==> src/rtl/npu_operand_sequencer.sv <==
// Operand sequencer for the NPU core: buffers {input, weight} pairs and issues one core op at a time.
// Optional watchdog abort of a stuck WAIT is enabled by defining NPU_SEQ_TIMEOUT_EN.
module npu_operand_sequencer #(
  parameter int DATA_W      = 4,
  parameter int DEPTH       = 4,
  parameter int TIMEOUT_CYC = 15
) (
  input  logic                       clk,
  input  logic                       rst,
  input  logic                       in_valid,
  output logic                       in_ready,
  input  logic [DATA_W-1:0]          in_data,
  input  logic [DATA_W-1:0]          in_weight,
  output logic                       core_start,
  output logic [DATA_W-1:0]          core_input,
  output logic [DATA_W-1:0]          core_weight,
  input  logic                       core_done,
  output logic [$clog2(DEPTH):0]     fifo_count,
  output logic [7:0]                 issued_cnt,
  output logic                       busy,
  output logic                       err
);

  localparam int AW = $clog2(DEPTH);
  localparam int CW = AW + 1;

  typedef enum logic [1:0] {
    IDLE  = 2'd0,
    ISSUE = 2'd1,
    WAIT  = 2'd2
  } state_t;

  state_t            state_r;
  logic [DATA_W-1:0] in_mem_r [DEPTH];
  logic [DATA_W-1:0] wt_mem_r [DEPTH];
  logic [AW-1:0]     wr_ptr_r;
  logic [AW-1:0]     rd_ptr_r;
  logic [CW-1:0]     count_r;
  logic              core_start_r;
  logic [DATA_W-1:0] core_input_r;
  logic [DATA_W-1:0] core_weight_r;
  logic [7:0]        issued_cnt_r;
  logic              full_s;
  logic              empty_s;
  logic              push_s;
  logic              pop_s;

  // FIFO status and handshake decode
  always_comb begin
    full_s  = (count_r == CW'(DEPTH));
    empty_s = (count_r == {CW{1'b0}});
    push_s  = in_valid && !full_s;
    pop_s   = (state_r == IDLE) && !empty_s;
  end

  // FIFO storage; contents are don't-care until written so no reset is needed
  always_ff @(posedge clk) begin
    if (push_s) begin
      in_mem_r[wr_ptr_r] <= in_data;
      wt_mem_r[wr_ptr_r] <= in_weight;
    end
  end

  // FIFO pointers and occupancy; pointers wrap naturally since DEPTH is a power of 2
  always_ff @(posedge clk) begin
    if (rst) begin
      wr_ptr_r <= {AW{1'b0}};
      rd_ptr_r <= {AW{1'b0}};
      count_r  <= {CW{1'b0}};
    end else begin
      if (push_s) wr_ptr_r <= wr_ptr_r + AW'(1'b1);
      if (pop_s)  rd_ptr_r <= rd_ptr_r + AW'(1'b1);
      case ({push_s, pop_s})
        2'b10:   count_r <= count_r + CW'(1'b1);
        2'b01:   count_r <= count_r - CW'(1'b1);
        default: count_r <= count_r;
      endcase
    end
  end

`ifdef NPU_SEQ_TIMEOUT_EN
  localparam int WDW = $clog2(TIMEOUT_CYC + 1);
  logic [WDW-1:0] wdog_r;
  logic           err_r;
`endif

  // Issue FSM; core_start is registered high exactly for the ISSUE cycle
  always_ff @(posedge clk) begin
    if (rst) begin
      state_r       <= IDLE;
      core_start_r  <= 1'b0;
      core_input_r  <= {DATA_W{1'b0}};
      core_weight_r <= {DATA_W{1'b0}};
      issued_cnt_r  <= 8'd0;
`ifdef NPU_SEQ_TIMEOUT_EN
      wdog_r        <= {WDW{1'b0}};
      err_r         <= 1'b0;
`endif
    end else begin
      core_start_r <= 1'b0;
      case (state_r)
        IDLE: begin
          if (!empty_s) begin
            core_input_r  <= in_mem_r[rd_ptr_r];
            core_weight_r <= wt_mem_r[rd_ptr_r];
            core_start_r  <= 1'b1;
            state_r       <= ISSUE;
          end else begin
            state_r <= IDLE;
          end
        end
        ISSUE: begin
          if (core_done) begin
            issued_cnt_r <= issued_cnt_r + 8'd1;
            state_r      <= IDLE;
          end else begin
            state_r <= WAIT;
`ifdef NPU_SEQ_TIMEOUT_EN
            wdog_r  <= {WDW{1'b0}};
`endif
          end
        end
        WAIT: begin
          // A done on the timeout cycle still counts as a normal completion
          if (core_done) begin
            issued_cnt_r <= issued_cnt_r + 8'd1;
            state_r      <= IDLE;
`ifdef NPU_SEQ_TIMEOUT_EN
          end else if (wdog_r == WDW'(TIMEOUT_CYC - 1)) begin
            err_r   <= 1'b1;
            state_r <= IDLE;
          end else begin
            wdog_r  <= wdog_r + WDW'(1'b1);
            state_r <= WAIT;
          end
`else
          end else begin
            state_r <= WAIT;
          end
`endif
        end
        default: begin
          state_r <= IDLE;
        end
      endcase
    end
  end

  assign in_ready    = !full_s;
  assign core_start  = core_start_r;
  assign core_input  = core_input_r;
  assign core_weight = core_weight_r;
  assign fifo_count  = count_r;
  assign issued_cnt  = issued_cnt_r;
  assign busy        = (state_r != IDLE) || !empty_s;
`ifdef NPU_SEQ_TIMEOUT_EN
  assign err         = err_r;
`else
  assign err         = 1'b0;
`endif

endmodule
==> config.mk <==
export PLATFORM = sky130hd
export DESIGN_NAME = npu_operand_sequencer
export DESIGN_NICKNAME = d
export VERILOG_FILES = /design/src/rtl/npu_operand_sequencer.sv
export SDC_FILE = /design/constraint.sdc
export NUM_CORES = 1
export LEC_CHECK = 0
export CAP_MARGIN = 20
export CORE_ASPECT_RATIO = 0.5
export CORE_MARGIN = 2
export CORE_UTILIZATION = 55
export CTS_CLUSTER_DIAMETER = 30
export DETAILED_ROUTE_END_ITERATION = 8
export PLACE_DENSITY = 0.86
export REMOVE_ABC_BUFFERS = 1
export SYNTH_ARGS = -nofsm -noshare
export SYNTH_HDL_FRONTEND = slang
export SYNTH_SLANG_ARGS = --single-unit
==> constraint.sdc <==
create_clock -name clk -period 5.1 [get_ports clk]
set_clock_uncertainty 0.2 [all_clocks]
set_input_delay 1.53 -clock clk [delete_from_list [all_inputs] [get_ports clk]]
set_output_delay 1.53 -clock clk [all_outputs]
set_load 0.05 [all_outputs]
==> impl_metrics.env, run 1 <==
export IMPL_post_route_period_util_pct=73.0
export IMPL_io_buffers=33
export IMPL_grt_overflow=0
export IMPL_ir_drop_mv=0.235
export IMPL_internal_power_w=0.00102
export IMPL_vias=1481
export IMPL_cpLargestDelayFamily="buffers and inverters"
export IMPL_finalHoldViolCount=0
export IMPL_synth_xor_area_share_pct=1.91
export IMPL_nFillCells=271
export IMPL_synth_cell_area_um2=2300
export IMPL_clock_sinks=58
export IMPL_worstSkewPairLatency_ps=330
export IMPL_fmax_mhz=269
export IMPL_cts_setup_buffers=0
export IMPL_status="complete, no violations"
export IMPL_dpl_cell_area_um2=2660
export IMPL_synth_simple_area_share_pct=10.2
export IMPL_cts_resized=0
export IMPL_clk_pin_slew_ps=60
export IMPL_final_max_slew_viol_count=0
export IMPL_layout_common_cells="clkdlybuf4s50_1, edfxtp_1, dfxtp_1"
export IMPL_synth_fa_ha_area_share_pct=5.23
export IMPL_ioPinCount=35
export IMPL_worstSetupPathType="flop to output port"
export IMPL_synth_cell_types=29
export IMPL_hold_buffers=0
export IMPL_final_cells=270
export IMPL_synth_top_cell_by_area="edfxtp_1"
export IMPL_setup_tns_ps=0
export IMPL_die_y_um=49.7
export IMPL_cts_max_path_buffers=2
export IMPL_yosysWarningCount=0
export IMPL_die_w_um=95.4
export IMPL_area_growth_pct=23.5
export IMPL_ys_ff_latch=58
export IMPL_die_area_um2=4740
export IMPL_ctsHtreeMaxLevel=3
export IMPL_drive_above_1_share_pct=10.2
export IMPL_pre_cts_ws_ps=1360
export IMPL_cts_buffers_inserted=9
export IMPL_worst_slew_pin_slew_ps=970
export IMPL_synth_compound_area_share_pct=6.54
export IMPL_cts_tree="built"
export IMPL_firstDrtPassIters=4
export IMPL_final_common_cell="clkdlybuf4s50_1"
export IMPL_core_um2=3940
export IMPL_gp_congestion=0.717
export IMPL_maxCapViolCount=0
export IMPL_ant_nets=0
export IMPL_n_antenna_cell=0
export IMPL_synthCells=176
export IMPL_p_leak_nw=0.992
export IMPL_power_density_nw_per_um2=573
export IMPL_synth_edf_count=32
export IMPL_wirelength_um=4250
export IMPL_syn_mean_instance_area_um2=13.0
export IMPL_cp_arrival_ps=1990
export IMPL_hold_path_class="flop to flop"
export IMPL_path_buf_inv=1
export IMPL_cp_max_fo=10
export IMPL_setup_viol=0
export IMPL_synth_yosys_seq_area_share_pct=64.5
export IMPL_wl_per_cell_um=15.7
export IMPL_yosysTopAreaCellShare_pct=41.9
export IMPL_p_comb_share_pct=37.6
export IMPL_postLayoutCellArea_um2=2840
export IMPL_muxShareOfSynthArea_pct=8.28
export IMPL_crit_chain="or3b_1 > clkdlybuf4s50_1"
export IMPL_drt_iter0_drc=98
export IMPL_synthArstFlopShare_pct=0
export IMPL_slowest_stage="clkdlybuf4s50_1"
export IMPL_switchingPower_w=0.000606
export IMPL_synth_area_leaders="edfxtp_1, dfxtp_1, mux4_2"
export IMPL_period_needed_ps=3720
export IMPL_drc_errors=0
export IMPL_p_clk_share_pct=23.0
export IMPL_placementRows=16
export IMPL_synthFlopType="edfxtp_1"
export IMPL_switching_share_pct=37.3
export IMPL_grt_start_max_net_pins=27
export IMPL_drt_vias_per_instance=5.49
export IMPL_seqPwrFrac_pct=39.4
export IMPL_required_ps=3370
export IMPL_grt_pass1_vias=1411
export IMPL_hold_ws_ps=257
export IMPL_dp_hpwl_um=2880
export IMPL_synth_top_family_by_area="simple AND/OR/NAND/NOR gates"
export IMPL_cts_root_buf="clkbuf_8"
export IMPL_grt_setup_unrepaired="false"
export IMPL_grt_pass1_wl_um=6900
export IMPL_grt_antenna_before_repair=0
export IMPL_crit_path_end_kind="output port"
export IMPL_dp_cells=255
export IMPL_initial_core_util_pct=58.2
export IMPL_critPathMaxStageDelay_ps=750
export IMPL_worst_slack_ps=1380
export IMPL_start_kind="flop"
export IMPL_slew_headroom_pct=35.1
export IMPL_finalNetCount=233
export IMPL_grt_use_total_pct=20.3
-- worst reg2reg max path, cell delays in order (launching register included) --
cell,delay (ps)
dfxtp_1,340
inv_1,50
ha_1,210
o31ai_1,70
buf_4,240
inv_2,140
ha_1,250
fa_1,380
xnor2_1,140
or3_1,310
a21oi_1,140
-- power groups by stage --
| stage | clock network, W | registers (W) | logic [W] |
|---|---|---|---|
| CTS | 0.000378 | 0.000643 | 0.000616 |
| detailed placement | 0 | 0.000651 | 0.000613 |
| global route | 0.000401 | 0.000654 | 0.000654 |
| global placement | 0 | 0.000645 | 0.000589 |
| floorplan | 0 | 0.000776 | 0.000283 |
| finish | 0.000374 | 0.000640 | 0.000612 |
-- registers in the layout, summed over array words and instances (netlist names) --
| name | cells |
|---|---|
| core_weight | 4 |
| core_input | 4 |
| wr_ptr_r | 2 |
| core_start | 1 |
| rd_ptr_r | 2 |
| state_r | 2 |
| fifo_count | 3 |
| wt_mem_r | 16 |
| in_mem_r | 16 |
| issued_cnt | 8 |
-- kinds of logic (layout without fill, tap and decap cells) --
kind of cell               count (synthesis)  in the layout
and+or+nand+nor                           49             49
adders and majority gates                  9              9
DFF                                       58             58
other                                      1              1
AOI/OAI and AO/OA                         28             28
buffers and inverters                     17             57
muxes                                      9              9
xor gates and xnor gates                   5              5
-- cell type report --
class / instances / area [um2] / share of cell area (%)
inverter: 8 / 30.0 / 1.06
sequential: 58 / 1480 / 52.2
timing repair buffer: 34 / 338 / 11.9
tap: 54 / 67.6 / 2.38
multi-input combinational: 101 / 743 / 26.2
clock buffer: 15 / 176 / 6.22
-- layer usage --
metal	GRT usage [%]	up-vias	part of all wire (%)
li1	-	705	-
met1	24.9	734	43
met2	31.9	32	50
met3	8.56	10	5.0
met4	8.10	0	1.9
met5	0	-	0
-- through the flow --
stage	total power [W]	util, %
CTS	0.00164	71.9
floorplan	0.00106	-
finish	0.00163	71.9
global placement	0.00123	67.4
global route	0.00171	71.9
detailed placement	0.00126	67.4
-- synth_stat cells, types with 3 or more instances --
master     n
a21oi_1   18
o21ai_0    6
clkbuf_1   4
nand3_1    5
mux4_2     8
nand2_1   21
or3_1      6
dfxtp_1   26
edfxtp_1  32
ha_1       8
and3_1     4
nor2_1     7
buf_2      3
xnor2_1    3
inv_1      7
-- path summary, 6_finish.rpt --
path / slack (ps) / depth (start not counted) / endpoint / from
setup / recovery: 1380 / 2 / in_ready / fifo_count[0]$_SDFFE_PP0P_
hold / removal: 260 / 2 / core_weight[0]$_SDFFE_PP0P_ / core_weight[0]$_SDFFE_PP0P_
setup reg to reg: 2540 / 10 / fifo_count[2]$_SDFFE_PP0P_ / state_r[0]$_SDFF_PP0_
hold reg to reg: 260 / 2 / core_weight[0]$_SDFFE_PP0P_ / core_weight[0]$_SDFFE_PP0P_
Power figures use the tool's default switching activity.
==> run 2: changes to the inputs <==
Settings changed: CORE_UTILIZATION 55 to 53, PLACE_DENSITY 0.86 to 0.84.
Clock period 5.1 ns to 3.85 ns, I/O delays scaled along.
==> run 2 against run 1 <==
Against the previous run: routed wire length down 4.8%; register-to-register slack lost 1300 ps; via count is 1.6% lower; flip-flop and latch count is the same; sequential power is 32% higher; final cell count is 0.37% higher; non-clock buffer count did not move; global-route usage down 2.1 points; sequential share of layout area is 0.42 points higher; combinational power is 31% higher; power is 29% higher; largest cell class unchanged; largest power group unchanged.
==> impl_metrics.env, run 2 (synthesized netlist as in run 1, its figures left out) <==
export IMPL_cpLargestDelayFamily="buffers and inverters"
export IMPL_required_ps=2490
export IMPL_final_max_slew_viol_count=0
export IMPL_start_kind="flop"
export IMPL_slew_headroom_pct=31.6
export IMPL_vias=1458
export IMPL_setup_viol=0
export IMPL_worstSkewPairLatency_ps=330
export IMPL_initial_core_util_pct=57.1
export IMPL_grt_use_total_pct=18.2
export IMPL_slowest_stage="clkdlybuf4s50_1"
export IMPL_cts_tree="built"
export IMPL_n_antenna_cell=0
export IMPL_status="complete, no violations"
export IMPL_ctsHtreeMaxLevel=3
export IMPL_grt_pass1_vias=1412
export IMPL_ant_nets=0
export IMPL_grt_antenna_before_repair=0
export IMPL_cts_max_path_buffers=2
export IMPL_p_leak_nw=0.984
export IMPL_cp_max_fo=10
export IMPL_ir_drop_mv=0.343
export IMPL_cts_resized=0
export IMPL_placementRows=16
export IMPL_cts_setup_buffers=0
export IMPL_final_common_cell="clkdlybuf4s50_1"
export IMPL_clock_sinks=58
export IMPL_finalNetCount=233
export IMPL_drt_vias_per_instance=5.38
export IMPL_drt_iter0_drc=95
export IMPL_area_growth_pct=22.6
export IMPL_maxCapViolCount=0
export IMPL_crit_chain="or3b_1 > clkdlybuf4s50_1"
export IMPL_ioPinCount=35
export IMPL_cts_root_buf="clkbuf_8"
export IMPL_final_util_pct=69.9
export IMPL_fmax_mhz=298
export IMPL_period_needed_ps=3360
export IMPL_cp_arrival_ps=2000
export IMPL_setup_tns_ps=0
export IMPL_drc_errors=0
export IMPL_crit_path_end_kind="output port"
export IMPL_die_w_um=97.1
export IMPL_worstSetupPathType="flop to output port"
export IMPL_pre_cts_ws_ps=481
export IMPL_path_buf_inv=1
export IMPL_finalHoldViolCount=0
export IMPL_hold_path_class="flop to flop"
export IMPL_worst_slack_ps=492
export IMPL_power_density_nw_per_um2=744
export IMPL_wirelength_um=4050
export IMPL_layout_common_cells="clkdlybuf4s50_1, edfxtp_1, dfxtp_1"
export IMPL_drive_above_1_share_pct=10.1
export IMPL_die_y_um=50.5
export IMPL_hold_buffers=0
export IMPL_io_buffers=33
export IMPL_critPathMaxStageDelay_ps=760
export IMPL_wl_per_cell_um=14.9
export IMPL_grt_start_max_net_pins=27
export IMPL_post_route_period_util_pct=87.2
export IMPL_grt_overflow=0
export IMPL_gp_congestion=0.719
export IMPL_firstDrtPassIters=4
export IMPL_worst_slew_pin_slew_ps=1020
export IMPL_cts_buffers_inserted=9
export IMPL_core_um2=4020
export IMPL_hold_start="core_weight[1]$_SDFFE_PP0P_"
export IMPL_dp_hpwl_um=2580
export IMPL_clk_pin_slew_ps=60
export IMPL_grt_setup_unrepaired="false"
export IMPL_grt_pass1_wl_um=6420
export IMPL_r2r_start="state_r[0]$_SDFF_PP0_"
export IMPL_critPathLaunch="fifo_count[0]$_SDFFE_PP0P_"
export IMPL_die_area_um2=4910
## run 2: cell types whose count changed in the layout (fill, tap and decap cells not counted)
cell      previous run  this run
clkbuf_8            12         9
clkinv_2             0         3
clkinv_1             0         1
## run 2: stage by stage
| stage | cell area (um2) | total power (W) | instances | hold WS, ps |
|---|---|---|---|---|
| after floorplan | 2250 | 0.00140 | 167 | 326 |
| final | 2810 | 0.00209 | 271 | 255 |
| after detailed placement | 2660 | 0.00166 | 255 | 250 |
| after CTS | 2810 | 0.00211 | 271 | 259 |
| after global placement | 2660 | 0.00163 | 255 | 243 |
| after global routing | 2810 | 0.00220 | 271 | 280 |
## run 2: worst paths after layout
check | end | slack [ps] | depth (start not counted)
min | core_weight[1]$_SDFFE_PP0P_ | 260 | 2
min reg2reg | core_weight[1]$_SDFFE_PP0P_ | 260 | 2
max reg2reg | fifo_count[2]$_SDFFE_PP0P_ | 1260 | 10
max | in_ready | 490 | 2
## run 2: cell type report
type	count	area, um2
timing repair buffer	34	338
multi-input combinational	101	743
fill	286	1210
inverter	8	30.0
clock buffer	12	135
tap	54	67.6
sequential	58	1480
clock inverter	4	18.8
## run 2: power breakdown
part	total, W	internal [W]	switching (W)
logic	0.000800	0.000311	0.000488
registers	0.000847	0.000755	0.0000915
clock network	0.000446	0.000228	0.000218
## run 2: worst min-delay path: cells and delay by family, from the launching register on
family / cells / cell delay (ps)
simple gates: 1 / 50
compound gates: 1 / 50
flops: 1 / 310
## run 2: routing by layer
metal / routed length [um] / global-route usage [%]
met4: 83 / 11.0
met3: 250 / 6.82
met1: 1730 / 19.7
met5: 0 / 0
met2: 1980 / 31.1
